**src/rtl/eth_pkg.sv**
```systemverilog
// Shared constants, error-code bit positions and receive FSM state encoding
// for the Ethernet receive frame sequencer.
package eth_pkg;

   localparam logic [7:0]  ETH_PREAMBLE  = 8'h55;
   localparam logic [7:0]  ETH_SFD       = 8'hD5;
   localparam int unsigned ETH_MIN_FRAME = 64;
   localparam logic [47:0] ETH_BCAST     = 48'hFFFF_FFFF_FFFF;

   // frame_errcode bit positions
   localparam int ERR_ADDR  = 0;
   localparam int ERR_RUNT  = 1;
   localparam int ERR_GIANT = 2;

   // One byte of stream latency per slot: the last 4 received bytes are the FCS
   localparam int DLY_DEPTH = 5;

   typedef enum logic [1:0] {
      ST_IDLE     = 2'd0,
      ST_PREAMBLE = 2'd1,
      ST_DATA     = 2'd2,
      ST_DROP     = 2'd3
   } rx_state_e;

endpackage

```
**src/rtl/eth_rx_delay_line.sv**
```systemverilog
// Five-byte shift register holding back the trailing FCS bytes of a frame.
// Slot 0 is the newest byte; the head (oldest) is the next byte to stream out.
module eth_rx_delay_line
   import eth_pkg::*;
(
   input  logic        clk_i,
   input  logic        rst_ni,
   input  logic        clr_i,
   input  logic        shift_i,
   input  logic [7:0]  din_i,
   output logic [7:0]  head_o,
   output logic [31:0] fcs_o,
   output logic        full_o
);

   logic [7:0] line_q [DLY_DEPTH];
   logic [2:0] occ_q;

   // Shift a new byte in and track occupancy, saturating once all slots are filled
   always_ff @(posedge clk_i or negedge rst_ni) begin
      if (!rst_ni) begin
         for (int i = 0; i < DLY_DEPTH; i++) line_q[i] <= 8'h00;
         occ_q <= 3'd0;
      end else if (clr_i) begin
         for (int i = 0; i < DLY_DEPTH; i++) line_q[i] <= 8'h00;
         occ_q <= 3'd0;
      end else if (shift_i) begin
         line_q[0] <= din_i;
         for (int i = 1; i < DLY_DEPTH; i++) line_q[i] <= line_q[i-1];
         if (occ_q != 3'(DLY_DEPTH)) occ_q <= occ_q + 3'd1;
      end
   end

   assign head_o = line_q[DLY_DEPTH-1];
   // First FCS byte on the wire is the second-oldest slot; it lands in [7:0]
   assign fcs_o  = {line_q[0], line_q[1], line_q[2], line_q[3]};
   assign full_o = (occ_q == 3'(DLY_DEPTH));

endmodule

```
**src/rtl/eth_rx_frame_ctrl.sv**
```systemverilog
// Receive frame sequencer: locks on preamble/SFD, streams frame bytes with the
// FCS held back, filters on destination MAC, flags errors and counts frames.
module eth_rx_frame_ctrl
   import eth_pkg::*;
#(
   parameter logic [47:0] LOCAL_MAC = 48'h00_0A_35_01_FE_C0,
   parameter int unsigned MIN_PRE   = 1,
   parameter int unsigned MAX_LEN   = 1518
) (
   input  logic        mac_rxc,
   input  logic        rst_n,
   input  logic        mac_rxv,
   input  logic [7:0]  mac_rxd,
   input  logic        rx_en,
   input  logic        promisc,
   output logic        out_valid,
   output logic [7:0]  out_data,
   output logic        out_sof,
   output logic        out_eof,
   output logic        out_err,
   output logic        frame_done,
   output logic [15:0] frame_len,
   output logic [31:0] frame_fcs,
   output logic [2:0]  frame_errcode,
   output logic [15:0] ok_cnt,
   output logic [15:0] drop_cnt
);

   rx_state_e   state_q;
   logic [2:0]  pre_cnt_q;
   logic [15:0] byte_cnt_q;
   logic [39:0] dest_q;
   logic        addr_ok_q;
   logic        sof_pend_q;
   logic        out_valid_q, out_sof_q, out_eof_q, out_err_q, frame_done_q;
   logic [7:0]  out_data_q;
   logic [15:0] frame_len_q, ok_cnt_q, drop_cnt_q;
   logic [31:0] frame_fcs_q;
   logic [2:0]  frame_errcode_q;

   logic [7:0]  dl_head;
   logic [31:0] dl_fcs;
   logic        dl_full;
   logic        dl_shift, dl_clr;
   logic [2:0]  errcode_d;
   logic [47:0] dest_d;
   logic        pre_ok;

   // Delay line only runs while inside a frame and starts empty for every frame
   assign dl_shift = (state_q == ST_DATA) && mac_rxv;
   assign dl_clr   = (state_q != ST_DATA);

   eth_rx_delay_line u_dly (
      .clk_i   (mac_rxc),
      .rst_ni  (rst_n),
      .clr_i   (dl_clr),
      .shift_i (dl_shift),
      .din_i   (mac_rxd),
      .head_o  (dl_head),
      .fcs_o   (dl_fcs),
      .full_o  (dl_full)
   );

   assign dest_d = {dest_q, mac_rxd};
   assign pre_ok = ({29'd0, pre_cnt_q} >= MIN_PRE);

   // Error classification of the frame as it stands at its end
   always_comb begin
      errcode_d            = 3'b000;
      errcode_d[ERR_ADDR]  = !addr_ok_q;
      errcode_d[ERR_RUNT]  = (byte_cnt_q < 16'(ETH_MIN_FRAME));
      errcode_d[ERR_GIANT] = ({16'd0, byte_cnt_q} > MAX_LEN);
   end

   // Receive FSM with registered stream, frame-summary and counter outputs
   always_ff @(posedge mac_rxc or negedge rst_n) begin
      if (!rst_n) begin
         state_q         <= ST_IDLE;
         pre_cnt_q       <= 3'd0;
         byte_cnt_q      <= 16'd0;
         dest_q          <= 40'd0;
         addr_ok_q       <= 1'b0;
         sof_pend_q      <= 1'b0;
         out_valid_q     <= 1'b0;
         out_data_q      <= 8'h00;
         out_sof_q       <= 1'b0;
         out_eof_q       <= 1'b0;
         out_err_q       <= 1'b0;
         frame_done_q    <= 1'b0;
         frame_len_q     <= 16'd0;
         frame_fcs_q     <= 32'd0;
         frame_errcode_q <= 3'd0;
         ok_cnt_q        <= 16'd0;
         drop_cnt_q      <= 16'd0;
      end else begin
         out_valid_q  <= 1'b0;
         out_sof_q    <= 1'b0;
         out_eof_q    <= 1'b0;
         out_err_q    <= 1'b0;
         frame_done_q <= 1'b0;
         unique case (state_q)
            ST_IDLE: begin
               if (mac_rxv) begin
                  if (!rx_en) begin
                     state_q    <= ST_DROP;
                     drop_cnt_q <= drop_cnt_q + 16'd1;
                  end else if (mac_rxd == ETH_PREAMBLE) begin
                     state_q   <= ST_PREAMBLE;
                     pre_cnt_q <= 3'd1;
                  end else if ((mac_rxd == ETH_SFD) && (MIN_PRE == 0)) begin
                     state_q    <= ST_DATA;
                     byte_cnt_q <= 16'd0;
                     dest_q     <= 40'd0;
                     addr_ok_q  <= 1'b0;
                     sof_pend_q <= 1'b1;
                  end else begin
                     state_q    <= ST_DROP;
                     drop_cnt_q <= drop_cnt_q + 16'd1;
                  end
               end
            end
            ST_PREAMBLE: begin
               if (!mac_rxv) begin
                  state_q <= ST_IDLE;
               end else if (mac_rxd == ETH_PREAMBLE) begin
                  if (pre_cnt_q != 3'd7) pre_cnt_q <= pre_cnt_q + 3'd1;
               end else if ((mac_rxd == ETH_SFD) && pre_ok) begin
                  state_q    <= ST_DATA;
                  byte_cnt_q <= 16'd0;
                  dest_q     <= 40'd0;
                  addr_ok_q  <= 1'b0;
                  sof_pend_q <= 1'b1;
               end else begin
                  state_q    <= ST_DROP;
                  drop_cnt_q <= drop_cnt_q + 16'd1;
               end
            end
            ST_DATA: begin
               if (mac_rxv) begin
                  if (byte_cnt_q != 16'hFFFF) byte_cnt_q <= byte_cnt_q + 16'd1;
                  if (byte_cnt_q < 16'd5) dest_q <= dest_d[39:0];
                  // Sixth destination byte arriving completes the address decision
                  if (byte_cnt_q == 16'd5)
                     addr_ok_q <= promisc || (dest_d == LOCAL_MAC) || (dest_d == ETH_BCAST);
                  if (dl_full) begin
                     out_valid_q <= 1'b1;
                     out_data_q  <= dl_head;
                     out_sof_q   <= sof_pend_q;
                     sof_pend_q  <= 1'b0;
                  end
               end else begin
                  // Frame end: head is the last payload byte, the rest is FCS
                  if (dl_full) begin
                     out_valid_q <= 1'b1;
                     out_data_q  <= dl_head;
                     out_sof_q   <= sof_pend_q;
                     out_eof_q   <= 1'b1;
                     out_err_q   <= |errcode_d;
                  end
                  sof_pend_q      <= 1'b0;
                  frame_done_q    <= 1'b1;
                  frame_len_q     <= byte_cnt_q;
                  frame_fcs_q     <= dl_fcs;
                  frame_errcode_q <= errcode_d;
                  if (|errcode_d) drop_cnt_q <= drop_cnt_q + 16'd1;
                  else            ok_cnt_q   <= ok_cnt_q + 16'd1;
                  state_q <= ST_IDLE;
               end
            end
            ST_DROP: begin
               if (!mac_rxv) state_q <= ST_IDLE;
            end
            default: state_q <= ST_IDLE;
         endcase
      end
   end

   assign out_valid     = out_valid_q;
   assign out_data      = out_data_q;
   assign out_sof       = out_sof_q;
   assign out_eof       = out_eof_q;
   assign out_err       = out_err_q;
   assign frame_done    = frame_done_q;
   assign frame_len     = frame_len_q;
   assign frame_fcs     = frame_fcs_q;
   assign frame_errcode = frame_errcode_q;
   assign ok_cnt        = ok_cnt_q;
   assign drop_cnt      = drop_cnt_q;

endmodule

```
**config.mk**
```make
export PLATFORM = sky130hd
export DESIGN_NAME = eth_rx_frame_ctrl
export DESIGN_NICKNAME = d
export VERILOG_FILES = /design/src/rtl/eth_pkg.sv /design/src/rtl/eth_rx_delay_line.sv /design/src/rtl/eth_rx_frame_ctrl.sv
export SDC_FILE = /design/constraint.sdc
export NUM_CORES = 1
export LEC_CHECK = 0
export ABC_AREA = 1
export CAP_MARGIN = 25
export CELL_PAD_IN_SITES_DETAIL_PLACEMENT = 0
export CELL_PAD_IN_SITES_GLOBAL_PLACEMENT = 1
export CORE_ASPECT_RATIO = 0.8
export CORE_MARGIN = 4
export CORE_UTILIZATION = 40
export CTS_CLUSTER_SIZE = 16
export DETAILED_ROUTE_END_ITERATION = 8
export PLACE_DENSITY_LB_ADDON = 0.1
export SYNTH_ARGS = -nofsm -noshare
export SYNTH_HDL_FRONTEND = slang
export SYNTH_SLANG_ARGS = --single-unit
```
**constraint.sdc**
```tcl
create_clock -name mac_rxc -period 2 [get_ports mac_rxc]
set_input_delay 0.4 -clock mac_rxc [delete_from_list [all_inputs] [get_ports mac_rxc]]
set_output_delay 0.4 -clock mac_rxc [all_outputs]
set_load 0.01 [all_outputs]
```
==> reports/results.ini <==
[run_status]
outcome=completed

[drt]
drc=0
wl_per_cell_um=14.7
wl_mm=24.0
vias_per_cell=4.79
drt_iter0_drc=550
firstDrtPassIters=7
num_vias=7801
drtAntennaViolNets=0

[global_route]
grt-ovfl-total=0
grt_max_degree=79
grt_first_pass_wirelength_mm=40.4
antenna_found_initial=0
track_usage_pct=18.1
grt_pass1_vias=7423

[power_and_ir_drop]
p_switching_mw=4.01
p_leak_nw=5.30
powerDensity_mw_per_mm2=996
power_frac_seq_pct=40.0
cell_internal_pwr_mw=8.11
clock_power_share_pct=32.8
combPwrFrac_pct=27.2
peakVddDrop_mv=0.735
netSwitchingFraction_pct=33.1

[floorplan]
die_area_sq_mm=0.0267
die_y_um=147
core_sq_mm=0.0236
initial_utilization_pct=40.9
fp.dieW_um=182
rows=50
boundaryPins=109

[yosys]
synth_area_sq_mm=0.00965
avgSynthCellArea_sq_um=8.35
ys_ff_latch=202
async_flop_share_pct=100
syn_inst=1156
synth-seq-area-share_pct=52.4
synth_enable_flop_cells=0
synth_top_area_share_pct=52.4
synth_nets=1179
ys_types=36
ys_top_cells_by_area=dfrtp_1 (52%), nand2_1 (14%), inv_1 (4.1%)
synth_most_common_cell=nand2_1
yosys_most_used_dff=dfrtp_1
synth_top_area_cell=dfrtp_1
synth_warnings=0
synth_common_cells=nand2_1 (367), dfrtp_1 (202), inv_1 (106), nor2_1 (98), o21ai_0 (58)

[finish]
synthToLayoutAreaGrowth_pct=26.0
final_area_sq_mm=0.0122
drive_gt1_share_pct=13.1
fin_util_pct=51.6
nNetsFinal=1329
diodes=0

[place]
routabilityCongestion=0.874
dp_hpwl_mm=17.3
dpl_cell_area_sq_mm=0.0114
pre_cts_ws_ns=-0.225
port_buffers=108

[sta]
timing.fmax_mhz=513
max_slew_margin_pct=56.1
rsz0062_at_grt=false
finalHoldViolCount=0
period_share_pct=97.5
fin_skew_ns=0.0162
fin_ws_ns=0.0504
tightest_slew_ns=0.658
finalMaxSlewViolations=0
fin_crit_ns=1.95
setup_viol_count_final=0

[critical_path]
critPathMaxFanout=6
crit_family=buffers and inverters
critPathLaunchType=flip-flop
cp_num_buf_inv=1
required_ns=1.60
slowest_stage=clkdlybuf4s50_1
worst_path_largest_cell_delay_ns=0.58
end_kind=output pin
crit_chain=clkdlybuf4s50_1
arrival_ns=1.55
critPathKind=flip-flop to output pin

[cts]
htree_levels=1
cts_buffers=23
cts-root-buf=clkbuf_16
post-cts-setup-buffers=0
cts_tree=done
cts.path.max_buffers=3
clk_pin_slew_ns=0.06
clk_latency_ns=0.52
cts_sinks=202

[run]
drv.max_cap_violation_count=0

[hold_path]
hold_path.class=input pin to asynchronous set/reset pin

-- layout by cell type, fill, tap and decap left out, drive strengths merged --
| master | instances |
|---|---|
| clkdlybuf4s50 | 107 |
| o31ai | 2 |
| nor3 | 20 |
| inv | 117 |
| nand3b | 4 |
| buf | 61 |
| nor2 | 108 |
| bufinv | 1 |
| xor2 | 17 |
| ha | 10 |
| clkbuf | 31 |
| dlygate4sd3 | 1 |
| nand2 | 372 |
| nor2b | 1 |
| nand3 | 47 |
| o22ai | 37 |
| a31oi | 1 |
| xnor2 | 10 |
| dfrtp | 202 |
| a21boi | 1 |
| clkinv | 4 |
| a21oi | 7 |
| o21ai | 124 |
| nand4 | 30 |
| nor4 | 2 |
-- metal layers --
layer | share of wire, % | vias to the layer above | GRT usage, % | wire length (um)
met5 | 0 | - | 0 | 0
met4 | 2.1 | 0 | 3.90 | 514
met3 | 3.4 | 33 | 2.35 | 810
met2 | 43 | 109 | 26.2 | 10200
met1 | 52 | 3622 | 28.9 | 12400
li1 | - | 4037 | - | -
-- sequential cells by signal (all words and copies together), names as in the netlist, 2 cells and up --
| register | flops |
|---|---|
| dest_q | 40 |
| frame_fcs | 32 |
| u_dly.fcs_o | 32 |
| byte_cnt_q | 16 |
| drop_cnt | 16 |
| frame_len | 16 |
| ok_cnt | 16 |
| out_data | 8 |
| u_dly.head_o | 8 |
| frame_errcode | 3 |
| pre_cnt_q | 3 |
| u_dly.occ_q | 3 |
| state_q | 2 |
-- logic make-up after synthesis --
group / Yosys count / synth area share (%)
compound gates: 172 / 11.0
xor+xnor: 27 / 2.45
fa+ha+maj: 10 / 1.30
buf+inv: 161 / 7.35
flops: 202 / 52.4
simple gates: 584 / 25.5
-- power groups by stage --
stage | Clock (mW) | Sequential (mW) | Combinational (mW)
finish | 3.97 | 4.84 | 3.30
global route | 4.25 | 4.91 | 3.69
CTS | 4.10 | 4.84 | 3.37
detailed placement | 0 | 4.91 | 3.36
global placement | 0 | 4.91 | 3.34
floorplan | 0 | 4.92 | 1.94
-- area by class of cell --
cell class              instances  area [sq um]
fillers                      2272         11400
flip-flops and latches        202          5060
multi-input cells             793          3890
repair buffers                170          1680
clock buffers                  30           632
inverters                     116           438
well taps                     312           390
clock inverters                 6          62.6
-- through the flow --
stage / power, mW / instances / setup TNS [ns] / hold slack [ns]
after detailed placement: 8.27 / 1592 / -14.35 / 0.414
after global routing: 12.9 / 1629 / 0 / 0.483
after CTS: 12.3 / 1629 / 0 / 0.436
final: 12.1 / 1629 / 0 / 0.429
after floorplan: 6.86 / 1156 / 0 / 0.104
after global placement: 8.25 / 1592 / -11.56 / 0.408
-- what timing repair did --
| action | 4_1_cts | 5_1_grt |
|---|---|---|
| endpoints found under the hold margin | 47 | 0 |
| endpoints found under the setup margin | 1 | 75 |
| pin swaps | 0 | 0 |
| gates resized for setup | 1 | 11 |
| hold buffers | 1 | 0 |
| cloned | 0 | 0 |
-- path summary, 6_finish.rpt --
kind                                   from                to  slack [ns]  cells after the start
setup / recovery                  ok_cnt[6]         ok_cnt[6]        0.05                      1
hold / removal                        rst_n    u_dly.fcs_o[8]        0.43                      2
hold reg to reg            frame_errcode[1]  frame_errcode[1]        0.48                      2
setup reg to reg             byte_cnt_q[15]         dest_q[2]        0.16                      9
max in group asynchronous             rst_n      drop_cnt[12]        0.91                      3
min in group mac_rxc       frame_errcode[1]  frame_errcode[1]        0.48                      2
(Power assumes the default switching activity.)
